**src/rtl/tlb_op_ctrl.sv**
```systemverilog
// tlb_op_ctrl: sequences TLB maintenance ops (SRCH/RD/WR/FILL/INV)
// against the TLB array, borrowing search port 1 from load/store.
module tlb_op_ctrl #(
  parameter int TLBNUM = 16,
  parameter int IDXW   = $clog2(TLBNUM)
) (
  input  logic            clk,
  input  logic            rst,
  input  logic            req_valid,
  output logic            req_ready,
  input  logic [2:0]      req_op,
  input  logic [4:0]      req_inv_op,
  input  logic [9:0]      req_inv_asid,
  input  logic [18:0]     req_inv_vppn,
  input  logic [IDXW-1:0] csr_idx_index,
  input  logic [5:0]      csr_idx_ps,
  input  logic            csr_idx_ne,
  input  logic [18:0]     csr_ehi_vppn,
  input  logic [9:0]      csr_asid,
  input  logic [31:0]     csr_elo0,
  input  logic [31:0]     csr_elo1,
  input  logic            csr_tlbr_active,
  input  logic [18:0]     mem_s1_vppn,
  input  logic            mem_s1_va_bit12,
  input  logic [9:0]      mem_s1_asid,
  input  logic            mem_st,
  output logic            mem_stall,
  output logic [18:0]     tlb_s1_vppn,
  output logic            tlb_s1_va_bit12,
  output logic [9:0]      tlb_s1_asid,
  output logic            tlb_st_inst,
  input  logic            tlb_s1_found,
  input  logic [IDXW-1:0] tlb_s1_index,
  output logic            tlb_invtlb_valid,
  output logic [4:0]      tlb_invtlb_op,
  output logic            tlb_we,
  output logic [IDXW-1:0] tlb_w_index,
  output logic            tlb_w_e,
  output logic [18:0]     tlb_w_vppn,
  output logic [5:0]      tlb_w_ps,
  output logic [9:0]      tlb_w_asid,
  output logic            tlb_w_g,
  output logic [19:0]     tlb_w_ppn0,
  output logic [1:0]      tlb_w_plv0,
  output logic [1:0]      tlb_w_mat0,
  output logic            tlb_w_d0,
  output logic            tlb_w_v0,
  output logic [19:0]     tlb_w_ppn1,
  output logic [1:0]      tlb_w_plv1,
  output logic [1:0]      tlb_w_mat1,
  output logic            tlb_w_d1,
  output logic            tlb_w_v1,
  output logic [IDXW-1:0] tlb_r_index,
  input  logic            tlb_r_e,
  input  logic [18:0]     tlb_r_vppn,
  input  logic [5:0]      tlb_r_ps,
  input  logic [9:0]      tlb_r_asid,
  input  logic            tlb_r_g,
  input  logic [19:0]     tlb_r_ppn0,
  input  logic [1:0]      tlb_r_plv0,
  input  logic [1:0]      tlb_r_mat0,
  input  logic            tlb_r_d0,
  input  logic            tlb_r_v0,
  input  logic [19:0]     tlb_r_ppn1,
  input  logic [1:0]      tlb_r_plv1,
  input  logic [1:0]      tlb_r_mat1,
  input  logic            tlb_r_d1,
  input  logic            tlb_r_v1,
  output logic            resp_valid,
  output logic            resp_err,
  output logic            resp_found,
  output logic [IDXW-1:0] resp_index,
  output logic            resp_rd_e,
  output logic [18:0]     resp_rd_vppn,
  output logic [5:0]      resp_rd_ps,
  output logic [9:0]      resp_rd_asid,
  output logic            resp_rd_g,
  output logic [19:0]     resp_rd_ppn0,
  output logic [1:0]      resp_rd_plv0,
  output logic [1:0]      resp_rd_mat0,
  output logic            resp_rd_d0,
  output logic            resp_rd_v0,
  output logic [19:0]     resp_rd_ppn1,
  output logic [1:0]      resp_rd_plv1,
  output logic [1:0]      resp_rd_mat1,
  output logic            resp_rd_d1,
  output logic            resp_rd_v1
);

  typedef enum logic [2:0] {
    S_IDLE, S_SRCH, S_RD, S_WR, S_INV, S_RESP
  } state_t;

  localparam int RDW = 89;

  state_t          r_state;
  logic [IDXW-1:0] r_cnt;
  logic [IDXW-1:0] r_idx;
  logic [IDXW-1:0] r_resp_index;
  logic [4:0]      r_inv_op;
  logic [9:0]      r_inv_asid;
  logic [18:0]     r_inv_vppn;
  logic            r_inv_bad;
  logic            r_resp_valid;
  logic            r_resp_err;
  logic            r_resp_found;
  logic [RDW-1:0]  r_rd;

  logic            w_srch;
  logic            w_inv;
  logic [RDW-1:0]  w_rd;
  logic [IDXW-1:0] w_cnt_nxt;
  logic            w_unused;

  assign w_srch = (r_state == S_SRCH);
  assign w_inv  = (r_state == S_INV);
  assign w_cnt_nxt = (r_cnt == IDXW'(TLBNUM - 1)) ?
                     '0 : r_cnt + IDXW'(1);

  assign w_rd = {tlb_r_e, tlb_r_vppn, tlb_r_ps,
                 tlb_r_asid, tlb_r_g,
                 tlb_r_ppn0, tlb_r_plv0, tlb_r_mat0,
                 tlb_r_d0, tlb_r_v0,
                 tlb_r_ppn1, tlb_r_plv1, tlb_r_mat1,
                 tlb_r_d1, tlb_r_v1};

  always_ff @(posedge clk) begin
    if (rst) begin
      r_state      <= S_IDLE;
      r_cnt        <= '0;
      r_idx        <= '0;
      r_inv_op     <= '0;
      r_inv_asid   <= '0;
      r_inv_vppn   <= '0;
      r_inv_bad    <= 1'b0;
      r_resp_valid <= 1'b0;
      r_resp_err   <= 1'b0;
      r_resp_found <= 1'b0;
      r_resp_index <= '0;
      r_rd         <= '0;
    end else begin
      r_cnt        <= w_cnt_nxt;
      r_resp_valid <= 1'b0;
      r_resp_err   <= 1'b0;
      unique case (r_state)
        S_IDLE: if (req_valid) begin
          r_idx <= (req_op == 3'd3) ? r_cnt : csr_idx_index;
          r_inv_op     <= req_inv_op;
          r_inv_asid   <= req_inv_asid;
          r_inv_vppn   <= req_inv_vppn;
          r_inv_bad    <= (req_inv_op > 5'd6);
          r_resp_found <= 1'b0;
          r_resp_index <= '0;
          unique case (1'b1)
            req_op == 3'd0: r_state <= S_SRCH;
            req_op == 3'd1: r_state <= S_RD;
            req_op == 3'd2,
            req_op == 3'd3: r_state <= S_WR;
            req_op == 3'd4: r_state <= S_INV;
            default: begin
              r_state      <= S_RESP;
              r_resp_valid <= 1'b1;
              r_resp_err   <= 1'b1;
            end
          endcase
        end
        S_SRCH: begin
          r_resp_found <= tlb_s1_found;
          r_resp_index <= tlb_s1_index;
          r_resp_valid <= 1'b1;
          r_state      <= S_RESP;
        end
        S_RD: begin
          r_rd         <= w_rd;
          r_resp_valid <= 1'b1;
          r_state      <= S_RESP;
        end
        S_WR: begin
          r_resp_valid <= 1'b1;
          r_state      <= S_RESP;
        end
        S_INV: begin
          r_resp_valid <= 1'b1;
          r_resp_err   <= r_inv_bad;
          r_state      <= S_RESP;
        end
        S_RESP: r_state <= S_IDLE;
        default: r_state <= S_IDLE;
      endcase
    end
  end

  assign req_ready = (r_state == S_IDLE);
  assign mem_stall = w_srch | w_inv;

  // search port is borrowed only while SRCH/INV compare
  always_comb begin
    tlb_s1_vppn     = mem_s1_vppn;
    tlb_s1_va_bit12 = mem_s1_va_bit12;
    tlb_s1_asid     = mem_s1_asid;
    tlb_st_inst     = mem_st;
    if (w_srch) begin
      tlb_s1_vppn     = csr_ehi_vppn;
      tlb_s1_va_bit12 = 1'b0;
      tlb_s1_asid     = csr_asid;
      tlb_st_inst     = 1'b0;
    end else if (w_inv) begin
      tlb_s1_vppn     = r_inv_vppn;
      tlb_s1_va_bit12 = 1'b0;
      tlb_s1_asid     = r_inv_asid;
      tlb_st_inst     = 1'b0;
    end
  end

  assign tlb_invtlb_valid = w_inv & ~r_inv_bad & ~rst;
  assign tlb_invtlb_op    = r_inv_op;

  assign tlb_we      = (r_state == S_WR) & ~rst;
  assign tlb_w_index = r_idx;
  assign tlb_w_e     = csr_tlbr_active | ~csr_idx_ne;
  assign tlb_w_vppn  = csr_ehi_vppn;
  assign tlb_w_ps    = csr_idx_ps;
  assign tlb_w_asid  = csr_asid;
  assign tlb_w_g     = csr_elo0[6] & csr_elo1[6];
  assign tlb_w_ppn0  = csr_elo0[27:8];
  assign tlb_w_plv0  = csr_elo0[3:2];
  assign tlb_w_mat0  = csr_elo0[5:4];
  assign tlb_w_d0    = csr_elo0[1];
  assign tlb_w_v0    = csr_elo0[0];
  assign tlb_w_ppn1  = csr_elo1[27:8];
  assign tlb_w_plv1  = csr_elo1[3:2];
  assign tlb_w_mat1  = csr_elo1[5:4];
  assign tlb_w_d1    = csr_elo1[1];
  assign tlb_w_v1    = csr_elo1[0];

  assign tlb_r_index = r_idx;

  assign resp_valid = r_resp_valid;
  assign resp_err   = r_resp_err;
  assign resp_found = r_resp_found;
  assign resp_index = r_resp_index;
  assign {resp_rd_e, resp_rd_vppn, resp_rd_ps,
          resp_rd_asid, resp_rd_g,
          resp_rd_ppn0, resp_rd_plv0, resp_rd_mat0,
          resp_rd_d0, resp_rd_v0,
          resp_rd_ppn1, resp_rd_plv1, resp_rd_mat1,
          resp_rd_d1, resp_rd_v1} = r_rd;

  assign w_unused = ^{csr_elo0[31:28], csr_elo0[7],
                      csr_elo1[31:28], csr_elo1[7]};

endmodule

```
**config.mk**
```make
export PLATFORM = sky130hd
export DESIGN_NAME = tlb_op_ctrl
export DESIGN_NICKNAME = d
export VERILOG_FILES = /design/src/rtl/tlb_op_ctrl.sv
export SDC_FILE = /design/constraint.sdc
export NUM_CORES = 1
export LEC_CHECK = 0
export ABC_AREA = 1
export BUFFER_PORTS_ARGS = -buffer_cell sky130_fd_sc_hd__buf_2
export CORE_AREA = 8 8 191 193
export DETAILED_ROUTE_END_ITERATION = 7
export DIE_AREA = 0 0 199 201
export SLEW_MARGIN = 10
export SYNTH_ARGS = -nofsm -noshare
export SYNTH_HDL_FRONTEND = slang
export SYNTH_SLANG_ARGS = --single-unit
```
**constraint.sdc**
```tcl
create_clock -name clk -period 2.32 [get_ports clk]
set_input_delay 0.58 -clock clk [delete_from_list [all_inputs] [get_ports clk]]
set_output_delay 0.58 -clock clk [all_outputs]
set_load 0.05 [all_outputs]
```
Yosys cells after proc, flatten, opt, wreduce, memory -nomap -nowiden
Cells that the tools add are included.

word-level totals
  bits in registers = 142
  input bits = 270
  output and inout bits = 233
  logic and storage cells = 62

cells by class
  $add $sub $neg = 1
  order comparisons = 1
  eq/ne operators = 10
  mux-type cells = 20
  bitwise logic cells = 9
  reductions and logical operators = 9

operators with widths
  cell                                                  number
  2-to-1 mux 19 bit                                     2
  2-to-1 mux 10 bit                                     2
  equality test 3 x 2 -> 1 bit (second input constant)  4
  case mux 3 bit (4 select lines)                       1
  2-to-1 mux 4 bit                                      2
  case mux 4 bit (2 select lines)                       1
  2-to-1 mux 1 bit                                      7
  equality test 3 x 1 -> 1 bit (second input constant)  2
  equality test 3 bit (second input constant)           2
  logical NOT 3 bit                                     2
  case mux 1 bit (2 select lines)                       3
  case mux 3 bit (2 select lines)                       1
  > comparator 5 x 3 -> 1 bit (second input constant)   1
  OR reduction 5 bit                                    1
  adder 4 x 1 -> 4 bit (second input constant)          1
  AND 1 bit                                             4
  equality test 4 bit (second input constant)           1
  AND reduction 2 bit                                   2
  OR reduction 2 bit                                    2
  OR reduction 4 bit                                    1
  2-to-1 mux 3 bit                                      1
  NOT 1 bit                                             3
  != test 2 bit (second input constant)                 1
  bitwise OR 1 bit                                      2
  nonzero test 2 bit                                    1

Longest topological paths before layout
Gate-level depths: netlist of run 1.

  depth after elaboration = 5
  mapped depth = 8
  depth with buffers taken out = 6

Worst setup path before layout of run 1
No wires, ideal clock.

  kind = reg-to-output
  start = reg r_state[0]
  end = out tlb_we
  arrival = 1.864 ns
  required time = 1.740 ns
  path slack = -0.124 ns
  stages on the path, launching flop included = 4
  buffers on the path = 1
  cells stage by stage = dfxtp_1 inv_1 clkbuf_1 nor3_1

between the ends
  word-level cells in the longest chain between the ends = 2

RTL lines
  what                          RTL line  source
  start, declared               96        state_t r_state;
  start signal, assigned        129       r_state <= S_IDLE;
  start signal, assigned        155       req_op == 3'd0: r_state <= S_SRCH;
  start signal, assigned        156       req_op == 3'd1: r_state <= S_RD;
  equality test 3 x 2 -> 1 bit  218       assign tlb_we = (r_state == S_WR) & ~rst;
  AND 1 bit                     218
  end, declared                 36        output logic tlb_we,

Every way passes these cells.

Final worst setup path of run 1
  start = reg r_state[1]
  end = out tlb_s1_vppn[8]

between the ends
  word-level cells in the longest chain between the ends = 3
  elaborated cells on any way between the ends = 4
  classes of those cells = eq/ne: 2; mux: 2

RTL lines
  what                   RTL line  source
  equality test 3 bit    116       assign w_inv = (r_state == S_INV);
  2-to-1 mux 19 bit      207       end else if (w_inv) begin
  2-to-1 mux 19 bit (*)  202       if (w_srch) begin
  end, declared          28        output logic [18:0] tlb_s1_vppn,

Mark *: on every way between the ends. The rest lies on a longest branch, timed or not.

==> impl_metrics.yaml, run 1 <==
outcome:
  status: "finished with violations"
  failed_checks: "setup timing"
timing:
  rsz0062_at_grt: "yes"
  report.final.slew_viol_count: 0
  fin_crit_sh_pct: 101
  hold_viol: 0
  setup_viol: 5
  fmax_mhz: 425
  holdWs_ns: 0.396
  tightestPinTransition_ns: 0.739
  setup-tns-final_ns: -0.0768
  setup_ws_ns: -0.0303
  maxSlewHeadroom_pct: 50.7
  clock_skew_ns: 0.00715
  period_minus_slack_ns: 2.35
global_route:
  grt_pass1_vias: 6911
  grtUsageTotal_pct: 12.9
  antenna_found_initial: 4
  grt_max_degree: 90
  grt_pass1_wl_mm: 40.1
  overflow: 0
critical_path:
  endpoint_kind: "primary output"
  required_ns: 1.74
  r2r_slack_ns: 0.65
  timing.rr.end: "r_inv_asid[8]"
  reg2reg_depth: 8
  critPathArrivalTime_ns: 1.77
  regToRegStartpoint: "r_state[1]"
  cp_max_fo: 7
  critPathKind: "flip-flop to primary output"
  startpoint_type: "flip-flop"
logic_synthesis:
  synthCells: 893
  synth_top_area_share_pct: 43.2
  synthMostInstantiatedCell: "nand2_1"
  synth_warnings: 0
  synth.area.top_cells: "dfxtp_1, nand2_1, buf_4, nand3_1, a21oi_1"
  mappedNetlistNets: 1164
  synth_area_per_cell_sq_um: 7.36
  synth.distinct_cells: 24
  seq_area_frac_synth_pct: 43.2
  synth_edf_count: 0
  async_reset_ff_share_pct: 0
  syn_area_sq_mm: 0.00657
  ys_ff_latch: 142
  synth_common_cells: "nand2_1, dfxtp_1, nand3_1"
  synth_top_cell_by_area: "dfxtp_1"
  ys.flop_type: "dfxtp_1"
clocking:
  postCtsHoldBufs: 0
  clk_pin_slew_ns: 0.06
  cts_sinks: 142
  clock_path_buffers: 2
  htreeDepth: 4
  cts_buffers: 17
  clkLatencyLatePin_ns: 0.43
  cts_tree: "yes"
  cts-root-buf: "clkbuf_16"
drt:
  drt_iter0_drc: 258
  vias_per_cell: 4.36
  drc: 0
  firstDrtPassIters: 5
  antenna_left: 0
  routedWlPerCell_um: 17.8
  drt-total-wl_mm: 28.9
  num_vias: 7098
worst_hold_path:
  hold_path.class: "input pin to flip-flop"
  hold_path.startpoint: "tlb_s1_index[1]"
  whs_endpoint: "resp_index[1]"
  hold_path_depth: 3
die:
  rows: 67
  design.die.area_sq_mm: 0.0400
  start_util_pct: 19.8
  core_sq_mm: 0.0333
  die_h_um: 201
  die_x_um: 199
  top_level_ports: 503
pwr:
  ir_drop_mv: 0.448
  intPower_mw: 5.48
  clockPowerShare_pct: 31.0
  power_frac_seq_pct: 29.5
  power_density_mw_per_mm2: 986
  leakagePower_nw: 4.35
  total_power_mw: 9.23
  switchingPower_mw: 3.75
  sw_frac_of_total_pct: 40.6
  comb_power_share_pct: 39.5
final_layout:
  diodes: 0
  syn_to_final_growth_pct: 42.4
  fin_nets: 1437
  stdcell_area_sq_mm: 0.00936
  layout-drive-gt1-share_pct: 42.7
place:
  dpl_cell_area_sq_mm: 0.00826
  portBuffers: 376
  place_ws_ns: 0.343
  gp_congestion: 0.939
  dp_hpwl_mm: 21.0
flow_run:
  maxCapViolCount: 0
==> through the flow <==
stage / utilization [%] / std cells
final: 28.1 / 1627
after global routing: 28.1 / 1627
after CTS: 26.9 / 1617
after detailed placement: 24.8 / 1584
after global placement: 24.8 / 1584
after floorplan: - / 893
==> area by class of cell <==
cell class | count | area, sq um
tap | 448 | 561
inverter | 25 | 105
timing repair buffer | 404 | 2450
clock inverter | 13 | 165
fill | 3640 | 23900
multi-input combinational | 576 | 2790
clock buffer | 19 | 443
sequential | 142 | 2850
==> cells by family after synthesis <==
logic type / synth area share [%]
xor+xnor: 0.267
fa+ha+maj: 0.190
compound gates: 10.9
simple gates: 28.6
flops: 43.2
buf+inv: 16.8
==> power by group through the flow <==
stage / clock [mW] / sequential, mW / combinational, mW
CTS: 2.98 / 2.72 / 3.22
global route: 3.07 / 2.75 / 3.87
global placement: 0 / 2.76 / 3.08
detailed placement: 0 / 2.77 / 3.10
floorplan: 0 / 3.10 / 2.16
finish: 2.86 / 2.73 / 3.65
==> worst max-delay path by stage <==
stage,startpoint,end
3_5_place_dp,r_state[0],tlb_s1_vppn[15]
4_1_cts,r_state[1],tlb_s1_vppn[9]
3_3_place_gp,r_state[1],tlb_s1_vppn[14]
6_report,r_state[1],tlb_s1_vppn[8]
5_1_grt,r_state[1],tlb_s1_asid[0]
2_1_floorplan,r_state[0],tlb_we
==> timing repair <==
action	4_1_cts	5_1_grt
pin swaps	1	8
gates cloned	0	5
buffers inserted	1	5
setup endpoints to repair	29	29
endpoints found under the hold margin	0	0
gates resized for setup	34	68
==> flip-flops by register name, indices dropped and copies added (netlist names) <==
signal         flops
r_inv_bad          1
resp_valid         1
r_cnt              4
resp_index         4
r_inv_asid        10
resp_found         1
tlb_r_index        4
r_state            3
resp_err           1
r_rd              89
r_inv_vppn        19
tlb_invtlb_op      5
==> cells in the final DEF, fill, tap and decap left out, drive strengths merged <==
| cell | netlist | routed |
|---|---|---|
| nand2 | 283 | 283 |
| bufinv | 0 | 3 |
| ha | 1 | 1 |
| nand3 | 133 | 133 |
| nor3 | 3 | 3 |
| inv | 25 | 25 |
| xor2 | 1 | 1 |
| nor2 | 18 | 18 |
| clkinv | 0 | 5 |
| o21ai | 2 | 2 |
| clkinvlp | 0 | 5 |
| buf | 134 | 401 |
| dfxtp | 142 | 142 |
| a21oi | 134 | 134 |
| xnor2 | 1 | 1 |
| clkbuf | 16 | 22 |
==> critical path, stage by stage (launching register included) <==
cell	delay (ns)
dfxtp_4	0.36
nor2_4	0.14
nand2_4	0.10
clkinvlp_4	0.18
buf_6	0.19
nand2_1	0.07
nand3_1	0.09
buf_4	0.20
==> metal layers <==
layer  share of wire (%)  GRT usage, %
met1                  36          13.5
met2                  49          21.4
met3                  12          6.64
met4                 3.4          5.45
met5                0.17             0
Note: power is estimated with default switching activity, not from simulation.
==> run 2, diff against run 1 <==
ABC_AREA = 0   (was 1)
CORE_AREA = 8 8 190 192   (was 8 8 191 193)
DIE_AREA = 0 0 198 200   (was 0 0 199 201)
==> run 2 against run 1 <==
Against the previous run:
- the run still ends with setup timing left
- total power fell by 11%
- sequential power fell by 4%
- clock skew rose by 0.0028 ns
- critical path type unchanged
- critical endpoint is now tlb_s1_vppn[17]
- largest cell class is now multi-input combinational cells
- highest routed layer is now met4
==> impl_metrics.yaml, run 2 <==
logic_synthesis:
  synth_edf_count: 0
  synth_top_cell_by_area: "dfxtp_1"
  synth_area_per_cell_sq_um: 7.73
  synth.distinct_cells: 34
  synthMostInstantiatedCell: "nand2_1"
  synth_common_cells: "nand2_1, dfxtp_1, a21oi_1"
  async_reset_ff_share_pct: 0
  synthCells: 862
  syn_area_sq_mm: 0.00667
  synth.area.top_cells: "dfxtp_1, nand2_1, buf_4, a21oi_1, a221oi_1"
  ys.flop_type: "dfxtp_1"
  seq_area_frac_synth_pct: 42.6
  synth_warnings: 0
  mappedNetlistNets: 1133
  ys_ff_latch: 142
  synth_top_area_share_pct: 42.6
final_layout:
  final_common_cell: "buf_2"
  fin_cells: 1598
  fin_nets: 1407
  stdcell_area_sq_mm: 0.0102
  regMostFlops: "r_rd"
  layout-drive-gt1-share_pct: 45.6
  largest_reg_flops: 89
  reg_top3: "r_rd: 89 flops, r_inv_vppn: 19 flops, r_inv_asid: 10 flops"
  syn_to_final_growth_pct: 53.5
  final_cell_mix: "buf_2, nand2_1, dfxtp_1"
place:
  gp_congestion: 0.881
  portBuffers: 376
  place_ws_ns: 0.246
  dp_hpwl_mm: 20.6
  dpl_cell_area_sq_mm: 0.00887
  place_inst: 1553
drt:
  drc: 0
  vias_per_cell: 4.44
  firstDrtPassIters: 7
  antenna_left: 0
  routedWlPerCell_um: 17.9
  num_vias: 7102
  drt_iter0_drc: 232
  drt-total-wl_mm: 28.5
outcome:
  failed_checks: "setup timing"
  status: "finished with violations"
pwr:
  power_density_mw_per_mm2: 800
  total_power_mw: 8.19
  ir_drop_mv: 0.358
  leakagePower_nw: 4.39
timing:
  maxSlewHeadroom_pct: 59.8
  setup_viol: 21
  report.final.slew_viol_count: 0
  fmax_mhz: 421
  fin_crit_sh_pct: 102
  tightestPinTransition_ns: 0.603
  period_minus_slack_ns: 2.38
  rsz0062_at_grt: "yes"
  clock_skew_ns: 0.00997
  setup_ws_ns: -0.0570
  hold_viol: 0
  setup-tns-final_ns: -0.570
die:
  core_sq_mm: 0.0331
  die_x_um: 198
  design.die.area_sq_mm: 0.0396
  start_util_pct: 20.1
  die_h_um: 200
  rows: 67
  top_level_ports: 503
critical_path:
  crit_slowest_cell: "dfxtp_4"
  critPathMaxStageDelay_ns: 0.37
  required_ns: 1.74
  cp_cell_sequence: "or2_4 > buf_6 > buf_12 > o22ai_1 > a221oi_2 > buf_6"
  startpoint_type: "flip-flop"
  critPathArrivalTime_ns: 1.80
  cpMostUsedCell: "buf_6"
  critPathKind: "flip-flop to primary output"
  endpoint_kind: "primary output"
  cp_max_fo: 7
clocking:
  clk_pin_slew_ns: 0.07
  cts_buffers: 17
  cts-root-buf: "clkbuf_16"
  cts_tree: "yes"
  cts_sinks: 142
  htreeDepth: 4
  clkLatencyLatePin_ns: 0.42
  clock_path_buffers: 2
  postCtsHoldBufs: 0
worst_hold_path:
  hold_path.class: "input pin to flip-flop"
global_route:
  antenna_found_initial: 1
  grt_pass1_vias: 7357
  grtUsageTotal_pct: 13.4
  overflow: 0
  grt_max_degree: 90
  grt_pass1_wl_mm: 41.4
flow_run:
  maxCapViolCount: 0
-- run 2: changes by cell type after synthesis, sizes merged, moves of 29 or more --
cell	before	now
o32ai	0	29
o22ai	0	29
nand3	133	0
a221oi	0	29
clkbuf	16	45
nand2	283	253
-- run 2: logic make-up after synthesis --
kind of cell,count (synthesis),synth area share [%]
AO/OA/AOI/OAI,236,21.8
buffers and inverters,191,16.7
AND/OR/NAND/NOR,285,17.7
multiplexers,4,0.601
XOR/XNOR,3,0.394
flip-flops,142,42.6
adder cells (fa/ha/maj),1,0.188
-- run 2: layout make-up --
class                           instances  area [sq um]
Fill cell                            3500         22900
Multi-Input combinational cell        529          3420
Sequential cell                       142          2850
Timing Repair Buffer                  415          2690
Tap cell                              448           561
Clock buffer                           18           439
Clock inverter                         14           155
Inverter                               31           116
Antenna cell                            1          2.50
-- run 2: layer usage --
| metal | global-route usage, % | wire length (um) | vias to the layer above |
|---|---|---|---|
| li1 | - | - | 3396 |
| met1 | 14.0 | 11000 | 3282 |
| met2 | 23.6 | 13900 | 369 |
| met3 | 5.10 | 2580 | 55 |
| met4 | 6.50 | 1090 | 0 |
| met5 | 0 | 0 | - |
-- run 2: worst paths after layout --
check                     to           from  slack [ns]  cells after the start
max reg2reg         r_rd[11]     r_state[1]        0.46                      7
max          tlb_s1_vppn[17]     r_state[0]       -0.06                      6
min                 r_rd[71]  tlb_r_vppn[2]        0.39                      3
min reg2reg         r_rd[33]       r_rd[33]        0.45                      2
-- run 2: through the flow --
stage	utilization, %	hold slack (ns)
after floorplan	-	0.437
after global placement	26.8	0.439
after detailed placement	26.8	0.443
after CTS	30.7	0.365
after global routing	30.9	0.367
final	30.9	0.395
-- run 2: repair_timing --
item	4_1_cts	5_1_grt
setup endpoints to repair	34	34
cloned	5	2
buffers inserted	6	0
pin swaps	8	9
resized for setup	110	10
-- run 2: critical path: cells and delay by family (launching register included) --
kind / cells / cell delay [ns]
buffers and inverters: 3 / 0.43
AOI/OAI and AO/OA: 2 / 0.40
DFF: 1 / 0.37
and+or+nand+nor: 1 / 0.18
-- run 2: power by group --
part	internal, mW	switching (mW)	total, mW
combinational	1.03	1.74	2.77
sequential	2.54	0.0707	2.61
clock	1.63	1.17	2.81
